$ cat config.mk
export PLATFORM = sky130hd
export DESIGN_NAME = can_mac_tx_sequencer
export DESIGN_NICKNAME = d
export VERILOG_FILES = /design/src/rtl/can_mac_tx_sequencer.sv
export SDC_FILE = /design/constraint.sdc
export NUM_CORES = 1
export LEC_CHECK = 0
export CORE_MARGIN = 1
export CORE_UTILIZATION = 30
export DETAILED_ROUTE_END_ITERATION = 8
export PLACE_DENSITY = 0.62
export SYNTH_ARGS = -nofsm -noshare
export SYNTH_HDL_FRONTEND = slang
export SYNTH_SLANG_ARGS = --single-unit
$ cat constraint.sdc
create_clock -name clk -period 2.7 [get_ports clk]
set_clock_uncertainty 0.2 [all_clocks]
set_input_delay 0.54 -clock clk [delete_from_list [all_inputs] [get_ports clk]]
set_output_delay 0.54 -clock clk [all_outputs]
set_load 0.02 [all_outputs]
$ cat src/rtl/can_mac_tx_sequencer.sv
// can_mac_tx_sequencer
//   Turns a latched CAN 2.0A frame descriptor into a serial stream of
//   unstuffed frame bits for a downstream bit stuffer. The stream covers
//   SOF through the intermission. The stuffer pulls the stream with a
//   valid/ready handshake. CRC-15 is computed over SOF..DATA on the fly.
//
// Ports
//   clk, reset          clock, synchronous active-high reset
//   tx_req              host request; the descriptor is latched from
//                       tx_id/tx_rtr/tx_dlc/tx_data
//   tx_abort            cancel the frame in progress (ignored when idle)
//   tx_ack              pulse: descriptor accepted
//   tx_done             pulse: last intermission bit handed over
//   tx_aborted          pulse: abort taken
//   busy                frame in progress
//   bit_out / valid     current frame bit / bit is valid
//   ready               stuffer accepts bit_out this cycle
//   stuffing_enable     high while SOF..CRC bits are presented
//
// bit_out, valid, busy and stuffing_enable are registered state outputs.
// The three pulses are decoded from the current state and inputs, so each
// pulse lines up with the cycle whose clock edge makes the decision.
module can_mac_tx_sequencer #(
  parameter int IFS_BITS = 3
) (
  input  logic        clk,
  input  logic        reset,
  input  logic        tx_req,
  input  logic [10:0] tx_id,
  input  logic        tx_rtr,
  input  logic [3:0]  tx_dlc,
  input  logic [63:0] tx_data,
  input  logic        tx_abort,
  output logic        tx_ack,
  output logic        busy,
  output logic        tx_done,
  output logic        tx_aborted,
  output logic        bit_out,
  output logic        valid,
  input  logic        ready,
  output logic        stuffing_enable
);

  typedef enum logic [3:0] {
    S_IDLE, S_SOF, S_ID, S_RTR, S_IDE, S_R0, S_DLC, S_DATA,
    S_CRC, S_CRC_DEL, S_ACK, S_ACK_DEL, S_EOF, S_IFS
  } state_e;

  state_e      state_q;
  logic [5:0]  cnt_q;        // shared field counter, counts down to 0
  logic [14:0] crc_q;
  logic [10:0] id_q;
  logic        rtr_q;
  logic [3:0]  dlc_q;
  logic [63:0] data_q;       // shifted left as DATA bits go out
  logic        valid_q;
  logic        busy_q;
  logic        stuff_q;
  logic        bit_q;

  logic        xfer;
  logic [5:0]  cnt_m1;
  logic [14:0] crc_d;
  logic [3:0]  nbytes;
  logic [5:0]  data_last;

  assign xfer   = valid_q && ready;
  assign cnt_m1 = cnt_q - 6'd1;

  // CRC including the bit currently on bit_out (bit_q is the presented bit).
  always_comb begin
    crc_d = {crc_q[13:0], 1'b0} ^ ((bit_q ^ crc_q[14]) ? 15'h4599 : 15'h0000);
  end

  // Remote frames carry no data; DLC 9..15 still means 8 bytes.
  assign nbytes    = rtr_q ? 4'd0 : ((dlc_q > 4'd8) ? 4'd8 : dlc_q);
  assign data_last = 6'({nbytes, 3'b000} - 7'd1);

  assign tx_ack     = !reset && (state_q == S_IDLE) && tx_req;
  assign tx_aborted = !reset && (state_q != S_IDLE) && tx_abort;
  assign tx_done    = !reset && !tx_abort && (state_q == S_IFS) &&
                      (cnt_q == 6'd0) && ready;

  assign busy            = busy_q;
  assign valid           = valid_q;
  assign bit_out         = bit_q;
  assign stuffing_enable = stuff_q;

  always_ff @(posedge clk) begin
    if (reset) begin
      state_q <= S_IDLE;
      cnt_q   <= '0;
      crc_q   <= '0;
      id_q    <= '0;
      rtr_q   <= 1'b0;
      dlc_q   <= '0;
      data_q  <= '0;
      valid_q <= 1'b0;
      busy_q  <= 1'b0;
      stuff_q <= 1'b0;
      bit_q   <= 1'b0;
    end else if (state_q != S_IDLE && tx_abort) begin
      // Abort wins over any bit transfer in the same cycle.
      state_q <= S_IDLE;
      cnt_q   <= '0;
      crc_q   <= '0;
      valid_q <= 1'b0;
      busy_q  <= 1'b0;
      stuff_q <= 1'b0;
      bit_q   <= 1'b0;
    end else if (state_q == S_IDLE) begin
      if (tx_req) begin
        id_q    <= tx_id;
        rtr_q   <= tx_rtr;
        dlc_q   <= tx_dlc;
        data_q  <= tx_data;
        crc_q   <= '0;
        cnt_q   <= '0;
        state_q <= S_SOF;
        valid_q <= 1'b1;
        busy_q  <= 1'b1;
        stuff_q <= 1'b1;
        bit_q   <= 1'b0;           // SOF is dominant
      end
    end else if (xfer) begin
      // The enum order places SOF..DATA directly after IDLE.
      if (state_q <= S_DATA) crc_q <= crc_d;
      unique case (state_q)
        S_SOF: begin
          state_q <= S_ID;
          cnt_q   <= 6'd10;
          bit_q   <= id_q[10];
        end
        S_ID: begin
          if (cnt_q == 6'd0) begin
            state_q <= S_RTR;
            bit_q   <= rtr_q;
          end else begin
            cnt_q <= cnt_m1;
            bit_q <= id_q[cnt_m1[3:0]];
          end
        end
        S_RTR: begin
          state_q <= S_IDE;
          cnt_q   <= '0;
          bit_q   <= 1'b0;
        end
        S_IDE: begin
          state_q <= S_R0;
          cnt_q   <= '0;
          bit_q   <= 1'b0;
        end
        S_R0: begin
          state_q <= S_DLC;
          cnt_q   <= 6'd3;
          bit_q   <= dlc_q[3];
        end
        S_DLC: begin
          if (cnt_q != 6'd0) begin
            cnt_q <= cnt_m1;
            bit_q <= dlc_q[cnt_m1[1:0]];
          end else if (nbytes == 4'd0) begin
            state_q <= S_CRC;
            cnt_q   <= 6'd14;
            bit_q   <= crc_d[14];
          end else begin
            state_q <= S_DATA;
            cnt_q   <= data_last;
            bit_q   <= data_q[63];
          end
        end
        S_DATA: begin
          data_q <= {data_q[62:0], 1'b0};
          if (cnt_q == 6'd0) begin
            // First CRC bit must include the data bit leaving now.
            state_q <= S_CRC;
            cnt_q   <= 6'd14;
            bit_q   <= crc_d[14];
          end else begin
            cnt_q <= cnt_m1;
            bit_q <= data_q[62];
          end
        end
        S_CRC: begin
          if (cnt_q == 6'd0) begin
            state_q <= S_CRC_DEL;
            stuff_q <= 1'b0;
            bit_q   <= 1'b1;
          end else begin
            cnt_q <= cnt_m1;
            bit_q <= crc_q[cnt_m1[3:0]];
          end
        end
        S_CRC_DEL: begin
          state_q <= S_ACK;
          bit_q   <= 1'b1;
        end
        S_ACK: begin
          state_q <= S_ACK_DEL;
          bit_q   <= 1'b1;
        end
        S_ACK_DEL: begin
          state_q <= S_EOF;
          cnt_q   <= 6'd6;
          bit_q   <= 1'b1;
        end
        S_EOF: begin
          bit_q <= 1'b1;
          if (cnt_q == 6'd0) begin
            state_q <= S_IFS;
            cnt_q   <= 6'(IFS_BITS - 1);
          end else begin
            cnt_q <= cnt_m1;
          end
        end
        S_IFS: begin
          if (cnt_q == 6'd0) begin
            state_q <= S_IDLE;
            valid_q <= 1'b0;
            busy_q  <= 1'b0;
            bit_q   <= 1'b0;
          end else begin
            cnt_q <= cnt_m1;
            bit_q <= 1'b1;
          end
        end
        default: begin
          state_q <= S_IDLE;
          valid_q <= 1'b0;
          busy_q  <= 1'b0;
          stuff_q <= 1'b0;
          bit_q   <= 1'b0;
        end
      endcase
    end
  end

endmodule

==> results of run 1 <==
## area by class of cell
type,instances,area share
Multi-Input combinational cell,534,0.4549
Sequential cell,108,0.2898
Clock inverter,6,0.006206
Timing Repair Buffer,131,0.1709
Inverter,5,0.002516
Tap cell,260,0.04361
Clock buffer,10,0.03204
## power by group through the flow
stage,clock [uW],sequential [uW],combinational (uW)
after floorplan,0,2010,1490
after global placement,0,2040,1960
after detailed placement,0,2040,1990
after CTS,1330,2010,2000
after global routing,1380,2040,2190
final,1280,2010,1980
## placed cells by master (no fill, tap or decap), types with 2 or more instances in the layout
master,count
clkinv_2,2
o31ai_1,2
xor2_1,4
a211oi_1,8
nor2_1,91
and3_1,9
inv_1,5
nor3_1,12
nand2_1,186
nor3b_1,2
mux2i_1,5
ha_1,4
nand3_1,13
nor2b_1,3
buf_4,36
nand2b_1,8
clkbuf_16,9
or4_1,2
dfxtp_1,108
a31oi_1,3
a311oi_1,2
o21a_1,2
clkdlybuf4s50_1,87
mux4_2,6
a221oi_1,2
o21ai_0,14
a32o_1,3
o22ai_1,3
a21o_1,2
xnor2_1,9
buf_12,6
nor4_4,2
a311oi_2,63
o211ai_1,3
a21oi_1,51
## registers in the layout, summed over array words and instances, names as in the netlist
signal / count
data_q: 64
crc_q: 15
id_q: 11
cnt_q: 6
dlc_q: 4
state_q: 4
bit_out: 1
busy: 1
rtr_q: 1
stuffing_enable: 1
## cells by family after synthesis
group / count (synthesis)
flops: 108
fa+ha+maj: 4
xor+xnor: 13
simple gates: 336
mux: 12
buf+inv: 70
compound gates: 169
## per-layer routing
metal | up-vias | wire length [microns] | share of wire | global-route usage
li1 | 2665 | - | - | -
met5 | - | 0 | 0 | 0
met1 | 2456 | 7223 | 0.48 | 0.2160
met4 | 0 | 325 | 0.022 | 0.06621
met2 | 145 | 6741 | 0.45 | 0.2286
met3 | 18 | 758 | 0.050 | 0.02221
## cells in the mapped netlist, types with 3 or more instances
cell type and n:
nand2_1 186, dfxtp_1 108, nor2_1 91, a311oi_2 63, a21oi_1 51, clkbuf_1 39, o21ai_0 14, nand3_1 13
nor3_1 12, and3_1 9, buf_6 9, xnor2_1 9, a211oi_1 8, nand2b_1 8, buf_4 7, mux4_2 6
buf_2 5, inv_1 5, mux2i_1 5, buf_1 4, ha_1 4, xor2_1 4, a31oi_1 3, a32o_1 3
nor2b_1 3, o211ai_1 3, o22ai_1 3, or4_1 3
## through the flow
stage	setup slack [ns]	TNS (ns)	hold WS [ns]	util	total power (uW)
finish	0.1526	0	0.2593	0.3922	5276
detailed placement	-0.3295	-0.3781	0.2484	0.3769	4031
global route	0.08546	0	0.2807	0.3922	5607
global placement	-0.3961	-0.4568	0.2446	0.3769	4002
floorplan	0.07942	0	0.2331	-	3498
CTS	0.04071	0	0.2589	0.3924	5337
## worst max-delay path: stages
cell and delay [ns]:
clkdlybuf4s50_1 0.45, nor2_1 0.11, nand2_1 0.12, nor4_4 0.31, buf_4 0.15, buf_4 0.12
## worst paths after layout
kind | from | to | cells after the start
max | tx_abort | tx_done | 6
min | id_q[8] | id_q[8] | 2
max reg2reg | cnt_q[1] | bit_out | 7
min reg2reg | id_q[8] | id_q[8] | 2
## repair_timing
| item | in CTS | in global routing |
|---|---|---|
| endpoints found under the setup margin | 3 | 2 |
| endpoints found under the hold margin | 0 | 0 |
| resized for setup | 6 | 2 |
| pin swaps | 0 | 1 |
| hold buffers | 0 | 0 |
==> impl_metrics.json, run 1 <==
{
  "outcome": "complete, no violations",
  "synth_area_leaders": "dfxtp_1 (37%), a311oi_2 (16%), nand2_1 (12%)",
  "drc_errors": 0,
  "synth-simple-area-share": 0.2393,
  "startpoint_type": "input pin",
  "diodes": 0,
  "grt_pass1_wl_mm": 24.67,
  "die_area_sq_um": 20240,
  "design_area_sq_um": 7460,
  "hold_viol": 0,
  "synth-compound-area-share": 0.2717,
  "async_flop_share": 0,
  "tightest_slew_ns": 0.7973,
  "wl_per_cell_microns": 14.28,
  "cts_max_path_buffers": 2,
  "pin_count": 92,
  "synthMuxAreaShare": 0.03328,
  "cts_root_buf": "clkbuf_16",
  "vias_per_cell": 5.013,
  "synthToLayoutAreaGrowth_pct": 26.37,
  "ff_latch_area_sq_um": 2162,
  "internal-power_uw": 3333,
  "grtUsageTotal": 0.1526,
  "synth_area_sq_um": 5903,
  "die_w_microns": 142.3,
  "synthCells": 712,
  "synth.top_cell.area_share": 0.3663,
  "drive_gt1_frac": 0.1713,
  "cp.required_ns": 1.96,
  "die_h_microns": 142.3,
  "syn-num-nets": 801,
  "placed_area_sq_um": 7168,
  "synth_xor_area_frac": 0.01929,
  "initialDrtViolationCount": 287,
  "p_leak_uw": 0.002605,
  "drt_wl_total_mm": 15.05,
  "cp.arrival_ns": 1.81,
  "num_vias": 5284,
  "crit_path_end_kind": "output pin",
  "fill_cells": 1975,
  "p_switching_uw": 1943,
  "setup_violations": 0,
  "final_nets": 878,
  "core_sq_um": 19020,
  "power_switching_share": 0.3682,
  "grt_overflow": 0,
  "clk_latency_ns": 0.35,
  "cts_made_buffers": 9,
  "antenna_found_initial": 0,
  "yosysSeqAreaShare": 0.3663,
  "htree_levels": 3,
  "grt_max_degree": 78,
  "drt_pass1_iterations": 4,
  "rsz0062_at_grt": "no",
  "finalNonFillerCells": 1054,
  "synth-adder-area-share": 0.008478,
  "initial_core_util": 0.3104,
  "cap_violations": 0,
  "portBuffers": 91,
  "grt_pass1_vias": 4828,
  "crit_fanout": 2,
  "drtAntennaViolNets": 0,
  "hold_class": "reg -> reg",
  "synth-edff-count": 0,
  "syn_avg_cell_area_sq_um": 8.291,
  "ys.flop_type": "dfxtp_1",
  "rrSetupSlack_ns": 0.27,
  "place.gp.congestion": 0.9139,
  "synth_top_family_by_area": "compound AO/OA/AOI/OAI gates",
  "p_per_area_nw_per_um2": 707.2,
  "fin_crit_ns": 2.547,
  "slew_violations": 0,
  "tritoncts": "done",
  "pwr-share-comb": 0.376,
  "clockPowerShare": 0.243,
  "period_share": 0.9435,
  "path_class": "in -> out",
  "synth-seq-cells": 108,
  "dp.cells": 1038,
  "synth_largest_area_cell": "dfxtp_1",
  "multiInputGateArea_sq_um": 3393,
  "yosys_warnings": 0,
  "path_clk_slew_ns": 0.07,
  "cts_sinks": 108,
  "synth_cell_type_count": 55,
  "fmax_mhz": 392.6,
  "hpwl_mm": 10.48,
  "seqPwrFrac": 0.381,
  "core.rowCount": 50,
  "postCtsSetupRepairBufs": 0,
  "relSlewSlack": 0.4685,
  "ir_drop_uv": 440.8
}
No activity file was read; power rests on OpenSTA's default activity.
==> run 2: changes to the inputs <==
--- a/config.mk
+++ b/config.mk
@@ -7,6 +7,7 @@
 export LEC_CHECK = 0
 export CORE_MARGIN = 1
 export CORE_UTILIZATION = 30
+export CTS_CLUSTER_SIZE = 12
 export DETAILED_ROUTE_END_ITERATION = 8
 export PLACE_DENSITY = 0.62
 export SYNTH_ARGS = -nofsm -noshare
==> constraint.sdc (replaced) <==
create_clock -name clk -period 2.7 [get_ports clk]
set_clock_uncertainty 0.2 [all_clocks]
set_input_delay 0.27 -clock clk [delete_from_list [all_inputs] [get_ports clk]]
set_output_delay 0.27 -clock clk [all_outputs]
set_load 0.02 [all_outputs]
==> run 2 against run 1 <==
Net effect: die area unchanged; worst hold slack worse by 0.18 ns; sequential cell count unchanged; first-iteration DRC count up 15%.
==> impl_metrics.json, run 2 (synthesis results as in run 1) <==
{
  "portBuffers": 91,
  "outcome": "complete, no violations",
  "grt_max_degree": 77,
  "design_area_sq_um": 7455,
  "critPathBufInv": 2,
  "wl_per_cell_microns": 14.36,
  "diodes": 0,
  "core_sq_um": 19020,
  "cp.depth": 5,
  "r2r_cells": 9,
  "path_class": "reg -> out",
  "initialDrtViolationCount": 330,
  "hpwl_mm": 10.45,
  "ir_drop_uv": 327.1,
  "tritoncts": "done",
  "cp_cell_sequence": "or4_2 -> buf_4 -> nand2_1 -> nor2_1 -> dlygate4sd2_1",
  "fin_hold_ws_ns": 0.08334,
  "rsz0062_at_grt": "no",
  "placed_area_sq_um": 7111,
  "die_area_sq_um": 20240,
  "largest-register": "data_q",
  "synthToLayoutAreaGrowth_pct": 26.28,
  "htree_levels": 3,
  "initial_core_util": 0.3104,
  "die_w_microns": 142.3,
  "cts_sinks": 108,
  "cp_slowest_stage_delay_ns": 0.72,
  "cts_made_buffers": 9,
  "setup_violations": 0,
  "vias_per_cell": 4.989,
  "antenna_found_initial": 0,
  "path_delay_family": "simple AND/OR/NAND/NOR gates",
  "die_h_microns": 142.3,
  "p_leak_uw": 0.002619,
  "critPathSlowestCell": "or4_2",
  "hold-path-cell-count": 2,
  "grtUsageTotal": 0.1506,
  "drc_errors": 0,
  "p_per_area_nw_per_um2": 720.3,
  "startpoint_type": "register",
  "core.rowCount": 50,
  "cap_violations": 0,
  "cts_root_buf": "clkbuf_16",
  "top_regs": "data_q x64, crc_q x15, id_q x11",
  "drt_pass1_iterations": 5,
  "drtAntennaViolNets": 0,
  "cp.arrival_ns": 2.10,
  "rrSetupSlack_ns": 0.17,
  "clk_latency_ns": 0.35,
  "final_nets": 878,
  "relSlewSlack": 0.4207,
  "final_cell_mix": "nand2_1 (186), dfxtp_1 (108), nor2_1 (91)",
  "place.gp.congestion": 0.9023,
  "crit_path_end_kind": "output pin",
  "period_share": 0.9525,
  "fmax_mhz": 388.8,
  "crit_fanout": 5,
  "drive_gt1_frac": 0.1688,
  "path_clk_slew_ns": 0.07,
  "grt_overflow": 0,
  "grt_pass1_wl_mm": 24.43,
  "tightest_slew_ns": 0.8680,
  "hold_viol": 0,
  "fin_crit_ns": 2.572,
  "hold_class": "in -> reg",
  "drt_wl_total_mm": 15.13,
  "layout.cells.most_common": "nand2_1",
  "cts_max_path_buffers": 2,
  "grt_pass1_vias": 4767,
  "largest_reg_flops": 64,
  "pin_count": 92,
  "cp.required_ns": 2.23,
  "num_vias": 5258,
  "slew_violations": 0
}
-- run 2: final cells by class --
class,instances,area (sq um)
timing repair buffer,130,1230
tap,260,325.3
sequential,108,2162
clock inverter,5,66.31
multi-input combinational,535,3400
fill,1972,11560
inverter,5,18.77
clock buffer,11,252.7
-- run 2: power by group --
| part | internal, uW | switching [uW] |
|---|---|---|
| clock | 783 | 631 |
| combinational | 774 | 1170 |
| sequential | 1860 | 153 |
| total | 3420 | 1950 |
-- run 2: path summary, 6_finish.rpt --
check / startpoint / to
max: state_q[2] / tx_aborted
min: reset / dlc_q[2]
max reg2reg: cnt_q[1] / bit_out
min reg2reg: id_q[4] / id_q[4]
-- run 2: layer usage --
layer  vias to the layer above  part of all wire  track usage
li1                       2668                 -            -
met1                      2465              0.49       0.2172
met2                       109              0.45       0.2214
met3                        16             0.040      0.02995
met4                         0             0.016      0.05037
met5                         -                 0            0
-- run 2: stage by stage --
step	cells	TNS (ns)	total power [uW]	utilization	setup slack [ns]
after floorplan	712	0	3498	-	0.1076
after global placement	1037	-1.331	3950	0.3739	-0.06101
after detailed placement	1037	-2.140	3979	0.3739	-0.08182
after CTS	1053	0	5399	0.3913	0.03125
after global routing	1054	0	5712	0.3920	0.02200
final	1054	0	5370	0.3920	0.1283
-- run 2: timing repair --
| item | 4_1_cts | 5_1_grt |
|---|---|---|
| hold endpoints to repair | 0 | 0 |
| resized for setup | 4 | 2 |
| setup endpoints to repair | 2 | 54 |
| pin swaps | 0 | 1 |
| buffers inserted | 0 | 0 |
| cloned | 0 | 1 |
| hold buffers | 0 | 0 |
